**src/rtl/snn_pkg.sv**
```systemverilog
// rtl/snn_pkg.sv - shared defaults, FSM encoding and saturating add for snn_layer
// Feature macro SNN_LEAK_EN (see snn_neuron) adds a per-timestep membrane leak.
package snn_pkg;

  localparam int DEF_N_NEURONS  = 2;
  localparam int DEF_N_INPUTS   = 5;
  localparam int DEF_W_WIDTH    = 8;
  localparam int DEF_V_WIDTH    = 16;
  localparam int DEF_THRESH     = 64;
  localparam int DEF_LEAK_SHIFT = 4;

  // Wide enough that no sum of two V_WIDTH-range operands can wrap before clipping.
  localparam int SAT_W = 64;

  typedef logic [1:0] state_t;
  localparam state_t ST_IDLE  = 2'd0;
  localparam state_t ST_ACCUM = 2'd1;
  localparam state_t ST_FIRE  = 2'd2;

  function automatic logic signed [SAT_W-1:0] sat_add(
    input logic signed [SAT_W-1:0] a,
    input logic signed [SAT_W-1:0] b,
    input int                      width
  );
    logic signed [SAT_W-1:0] sum;
    logic signed [SAT_W-1:0] hi;
    logic signed [SAT_W-1:0] lo;
    sum = a + b;
    hi  = (64'sd1 <<< (width - 1)) - 64'sd1;
    lo  = -hi - 64'sd1;
    if (sum > hi)      return hi;
    else if (sum < lo) return lo;
    else               return sum;
  endfunction

endpackage

```
**src/rtl/snn_neuron.sv**
```systemverilog
// rtl/snn_neuron.sv - one LIF neuron: weight accumulator, membrane potential and spike bit
// With SNN_LEAK_EN defined the membrane decays by v >>> LEAK_SHIFT before each integration.
module snn_neuron import snn_pkg::*; #(
  parameter int W_WIDTH    = DEF_W_WIDTH,
  parameter int V_WIDTH    = DEF_V_WIDTH,
  parameter int THRESH     = DEF_THRESH,
  parameter int LEAK_SHIFT = DEF_LEAK_SHIFT
) (
  input  logic                      clk,
  input  logic                      reset,
  input  logic                      clear_i,
  input  logic                      accum_i,
  input  logic                      fire_i,
  input  logic                      pixel_i,
  input  logic signed [W_WIDTH-1:0] weight_i,
  input  logic signed [W_WIDTH-1:0] bias_i,
  output logic                      spike_o
);

  localparam logic signed [SAT_W-1:0] THRESH_X = SAT_W'(THRESH);

  logic signed [V_WIDTH-1:0] acc_q, acc_d;
  logic signed [V_WIDTH-1:0] v_q, v_d;
  logic                      spike_q, spike_d;
  logic signed [SAT_W-1:0]   acc_x, v_x, v_l_x, acc_sat, sum_x, fire_x;
  logic                      fires;
  logic                      unused_hi;

  always_comb begin
    acc_x = SAT_W'(acc_q);
    v_x   = SAT_W'(v_q);
`ifdef SNN_LEAK_EN
    v_l_x = v_x - (v_x >>> LEAK_SHIFT);
`else
    v_l_x = v_x;
`endif
    acc_sat = sat_add(acc_x, SAT_W'(weight_i), V_WIDTH);
    // v_l + acc cannot wrap in SAT_W bits, so one clip covers the whole three-term sum.
    sum_x   = sat_add(v_l_x + acc_x, SAT_W'(bias_i), V_WIDTH);
    fires   = (sum_x >= THRESH_X);
    fire_x  = fires ? (sum_x - THRESH_X) : sum_x;

    acc_d   = acc_q;
    v_d     = v_q;
    spike_d = spike_q;
    if (clear_i)
      acc_d = '0;
    else if (accum_i && pixel_i)
      acc_d = acc_sat[V_WIDTH-1:0];
    if (fire_i) begin
      spike_d = fires;
      v_d     = fire_x[V_WIDTH-1:0];
    end
  end

  always_ff @(posedge clk or posedge reset) begin
    if (reset) begin
      acc_q   <= '0;
      v_q     <= '0;
      spike_q <= 1'b0;
    end else begin
      acc_q   <= acc_d;
      v_q     <= v_d;
      spike_q <= spike_d;
    end
  end

  assign spike_o   = spike_q;
  assign unused_hi = ^{acc_sat[SAT_W-1:V_WIDTH], fire_x[SAT_W-1:V_WIDTH], (LEAK_SHIFT != 0)};

endmodule

```
**src/rtl/snn_layer.sv**
```systemverilog
// rtl/snn_layer.sv - layer of LIF neurons sharing one input spike vector, serial accumulate
// Optional macro SNN_LEAK_EN enables membrane leak inside every snn_neuron.
module snn_layer import snn_pkg::*; #(
  parameter int N_NEURONS  = DEF_N_NEURONS,
  parameter int N_INPUTS   = DEF_N_INPUTS,
  parameter int W_WIDTH    = DEF_W_WIDTH,
  parameter int V_WIDTH    = DEF_V_WIDTH,
  parameter int THRESH     = DEF_THRESH,
  parameter int LEAK_SHIFT = DEF_LEAK_SHIFT
) (
  input  logic                                   clk,
  input  logic                                   reset,
  input  logic                                   pulse,
  input  logic [N_INPUTS-1:0]                    pixels_in,
  input  logic [N_NEURONS*N_INPUTS*W_WIDTH-1:0]  weights_in,
  input  logic [N_NEURONS*W_WIDTH-1:0]           bias_in,
  output logic [N_NEURONS-1:0]                   spike_out,
  output logic                                   spike_valid,
  output logic                                   busy,
  output logic                                   overrun
);

  localparam int            KW     = (N_INPUTS > 1) ? $clog2(N_INPUTS) : 1;
  localparam logic [KW-1:0] K_LAST = KW'(N_INPUTS - 1);

  state_t                state_q, state_d;
  logic [KW-1:0]         k_q, k_d;
  logic [N_INPUTS-1:0]   pix_q, pix_d;
  logic                  overrun_q, overrun_d;
  logic                  valid_q, valid_d;
  logic                  accept;

  assign accept = (state_q == ST_IDLE) && pulse;

  always_comb begin
    state_d   = state_q;
    k_d       = k_q;
    pix_d     = pix_q;
    overrun_d = overrun_q | (pulse && (state_q != ST_IDLE));
    valid_d   = (state_q == ST_FIRE);
    case (state_q)
      ST_IDLE: begin
        if (pulse) begin
          state_d = ST_ACCUM;
          k_d     = '0;
          pix_d   = pixels_in;
        end
      end
      ST_ACCUM: begin
        if (k_q == K_LAST) state_d = ST_FIRE;
        else               k_d     = k_q + KW'(1);
      end
      ST_FIRE:  state_d = ST_IDLE;
      default:  state_d = ST_IDLE;
    endcase
  end

  always_ff @(posedge clk or posedge reset) begin
    if (reset) begin
      state_q   <= ST_IDLE;
      k_q       <= '0;
      pix_q     <= '0;
      overrun_q <= 1'b0;
      valid_q   <= 1'b0;
    end else begin
      state_q   <= state_d;
      k_q       <= k_d;
      pix_q     <= pix_d;
      overrun_q <= overrun_d;
      valid_q   <= valid_d;
    end
  end

  for (genvar n = 0; n < N_NEURONS; n++) begin : g_neuron
    snn_neuron #(
      .W_WIDTH    (W_WIDTH),
      .V_WIDTH    (V_WIDTH),
      .THRESH     (THRESH),
      .LEAK_SHIFT (LEAK_SHIFT)
    ) u_neuron (
      .clk      (clk),
      .reset    (reset),
      .clear_i  (accept),
      .accum_i  (state_q == ST_ACCUM),
      .fire_i   (state_q == ST_FIRE),
      .pixel_i  (pix_q[k_q]),
      .weight_i (weights_in[(n*N_INPUTS + int'(k_q))*W_WIDTH +: W_WIDTH]),
      .bias_i   (bias_in[n*W_WIDTH +: W_WIDTH]),
      .spike_o  (spike_out[n])
    );
  end

  assign spike_valid = valid_q;
  assign busy        = (state_q != ST_IDLE);
  assign overrun     = overrun_q;

endmodule

```
**config.mk**
```make
export PLATFORM = sky130hd
export DESIGN_NAME = snn_layer
export DESIGN_NICKNAME = d
export VERILOG_FILES = /design/src/rtl/snn_pkg.sv /design/src/rtl/snn_neuron.sv /design/src/rtl/snn_layer.sv
export SDC_FILE = /design/constraint.sdc
export NUM_CORES = 1
export LEC_CHECK = 0
export ABC_AREA = 1
export CORE_AREA = 2 2 150 152
export CTS_BUF_LIST = sky130_fd_sc_hd__clkbuf_8
export CTS_CLUSTER_SIZE = 8
export DETAILED_ROUTE_END_ITERATION = 16
export DIE_AREA = 0 0 152 154
export GPL_TIMING_DRIVEN = 0
export HOLD_SLACK_MARGIN = 0.05
export PLACE_DENSITY = 0.59
export SYNTH_ARGS = -nofsm -noshare
export SYNTH_HDL_FRONTEND = slang
export SYNTH_SLANG_ARGS = --single-unit
```
**constraint.sdc**
```tcl
create_clock -name clk -period 5.4 [get_ports clk]
set_input_delay 0.54 -clock clk [delete_from_list [all_inputs] [get_ports clk]]
set_output_delay 0.54 -clock clk [all_outputs]
set_load 0.01 [all_outputs]
```
==> reports/results.txt <==
Run status = finished, final reports clean
Wire length of the first global-routing pass = 44700 um
Cts hold-fix bufs = 0
Share of the yosys chip area belonging to registers = 21.7%
List of cells traversed by the critical path = inv_1, clkbuf_1, clkbuf_1, nor2_1, o22ai_1, nor2_1, a31oi_2, ha_1, a21oi_1, o21a_1, nand2_1, nand3_1, nand2_1, xor2_1, o21ai_0, clkbuf_1, a21oi_1, a21o_1
Setup Skew = 0.0217 ns
Clock latency at the later pin of the worst-skew pair = 0.38 ns
Met1 Track Usage GR = 34.7%
Depth of the CTS H-tree = 3
Clock buffers created by TritonCTS = 9
Routed vias = 9027
Met2 Use GR = 37.8%
Via count of the first global-routing pass = 8455
Final Critical Period = 4.90 ns
Fillers = 2242
Initial Util = 41.5%
Area growth, synth to finish = 18.6%
Clock Sinks = 78
Die height = 154 um
Met3 Track Usage GR = 2.68%
Mapped Cells = 1343
Core area = 0.0217 mm2
GRT Total Usage = 23.8%
Most area-hungry cell type in the Yosys netlist = dfrtp_1
Synth Cell Area = 0.00900 mm2
Startpoint class of the critical path = flip-flop
Routed vias/inst = 5.16
DRC violation count after routing = 0
CTS tree = built
Nets in the synthesized netlist = 1553
Finished layout cell area = 0.0107 mm2
Remaining antenna violation count = 0
Busiest layer in global routing = met2
Post-DR wirelength/cell = 15.8 um
Primary FF master, synth = dfrtp_1
Max-Cap Viols = 0
Die area = 0.0234 mm2
Number of hold violations in the final report = 0
Biggest area contributors in the synthesized netlist = dfrtp_1, nand2_1, ha_1, fa_1, inv_1
Clock Tree Buf Depth = 2
R2R cell count = 18
Clock edge transition at the registers on the reported setup and hold paths = 0.10 ns
Most used cell, CP = clkbuf_1
Die W = 152 um
Largest stage delay, worst path = 0.54 ns
Antenna violations before repair = 0
Fin crit share = 90.7%
Family of cells with the greatest summed delay on the critical path = compound AO/OA/AOI/OAI gates
CP required = 5.68 ns
Kind of critical path = flip-flop to flip-flop
Fin. max-slew vios = 0
Critical Path Stages = 18
Root buffer cell = clkbuf_8
Maximum number of pins on one net before global-route repair = 63
Routability congestion estimate from global placement = 0.940
Synth Area per Inst = 6.70 um2
Top fanout value on the critical path = 10
Post-CTS Setup Inserts = 0
Net total in the final layout = 1673
Worst hold path class = primary input to asynchronous set/reset pin
Antenna Cells = 0
Critical path buffer and inverter count = 4
Standard-cell row count = 54
Placed cell areas = 0.0105 mm2
Global route overflow = 0
Fmax achieved = 204 MHz
Area fraction of the dominant cell type after synthesis = 21.7%
Setup TNS = 0 ns
Final-report setup violation count = 0
DRT iter0 DRCs = 585
RSZ-0062 raised after global routing = no
Share of cells above drive strength 1 = 4.90%
Boundary pin count = 109
Synthesis warning total = 0
Half-perimeter wire length of the detailed placement result = 22900 um
Flop and latch count out of synthesis = 78
Worst Tran Pin Value = 0.792 ns
Total wire length after detailed routing = 27700 um
Unique masters post-synth = 45
Data arrival, critical path = 5.18 ns
Total of buffers placed on input and output ports = 108
Count of TritonRoute iterations in the first routing pass = 5
Max-Slew Margin vs Limit = 47.2%
Final Core Density = 49.2%
Critical-path cell with the highest stage delay = o21ai_0
EDFF count, synth = 0
Crit end category = flip-flop
Fraction of registers with async set/reset = 100%
[kinds of logic after synthesis]
| family | Yosys count | synth area share, % |
|---|---|---|
| compound gates | 260 | 16.7 |
| simple gates | 654 | 30.5 |
| fa+ha+maj | 106 | 17.7 |
| buf+inv | 200 | 8.96 |
| xor+xnor | 45 | 4.38 |
| flops | 78 | 21.7 |
[Yosys cell counts, drive strengths merged (3+ instances only)]
| cell type | instances |
|---|---|
| nor2 | 99 |
| dfrtp | 78 |
| ha | 70 |
| xor2 | 36 |
| a21oi | 106 |
| or2 | 4 |
| nand3 | 89 |
| o21ai | 76 |
| a32o | 8 |
| o21bai | 6 |
| o21a | 5 |
| a22o | 4 |
| a31oi | 12 |
| o211ai | 23 |
| nor3 | 13 |
| o31ai | 3 |
| buf | 12 |
| xnor2 | 9 |
| a21o | 5 |
| o22ai | 9 |
| nand2 | 442 |
| inv | 159 |
| clkbuf | 27 |
| fa | 36 |
[stage by stage]
step           instances  hold slack (ns)  setup slack (ns)
6_report            1748            0.434             0.500
2_1_floorplan       1343            0.437              1.43
3_3_place_gp        1731            0.457            0.0973
5_1_grt             1748            0.451            0.0937
4_1_cts             1748            0.423             0.303
3_5_place_dp        1732            0.456            0.0675
[flip-flops by register name (all words and copies together), names as in the netlist]
signal                     count
g_neuron.u_neuron.acc_q       32
g_neuron.u_neuron.v_q         32
pix_q                          5
k_q                            3
g_neuron.u_neuron.spike_o      2
state_q                        2
overrun                        1
spike_valid                    1
[area by class of cell]
type                    count  area (um2)  area share, %
inverters                 161         609           5.71
well taps                 280         350           3.28
repair buffers            109        1110           10.4
clock inverters             7        81.3          0.762
clock buffers               9         124           1.16
plain buffers              39         199           1.86
multi-input cells        1065        6240           58.5
flip-flops and latches     78        1950           18.3
[routing by layer]
metal  share of wire [%]  vias up
li1                    -     4629
met1                  50     4180
met5                   0        -
met4                 2.2        0
met3                 3.5       39
met2                  45      179
[repair_timing]
item	in CTS	in global routing
endpoints found under the hold margin	0	0
resized for setup	0	2
setup endpoints to repair	0	18
[cell usage in the layout (no fill, tap or decap), types with 4 or more instances in the layout]
cell type        count
o22ai_1              9
xnor2_1              9
buf_4                5
buf_6                4
nor3_1              12
nand2_1            428
o21ai_0             74
inv_1              150
xor2_1              36
o21bai_1             6
dfrtp_1             78
nand2_2             11
o211ai_1            23
clkbuf_8             9
o21a_1               5
nand3_1             79
nand3_2              9
fa_1                36
a31oi_1             11
a21o_1               5
nor2_1              96
a21oi_1            104
clkdlybuf4s50_1    107
ha_1                70
inv_2                7
a22o_1               4
clkbuf_1            27
a32o_1               8
[worst paths after layout]
| kind | startpoint | slack (ns) | to |
|---|---|---|---|
| setup / recovery | k_q[0] | 0.50 | g_neuron[0].u_neuron.acc_q[5] |
| hold / removal | reset | 0.43 | pix_q[3] |
| setup reg to reg | k_q[0] | 0.50 | g_neuron[0].u_neuron.acc_q[5] |
| hold reg to reg | pix_q[2] | 0.48 | pix_q[2] |
| max in group asynchronous | reset | 4.34 | g_neuron[0].u_neuron.v_q[2] |
| min in group clk | pix_q[2] | 0.48 | pix_q[2] |
Power is left out: the tool's default activity adds up to more than one toggle a clock period on the data nets, which glitch-free logic cannot reach.
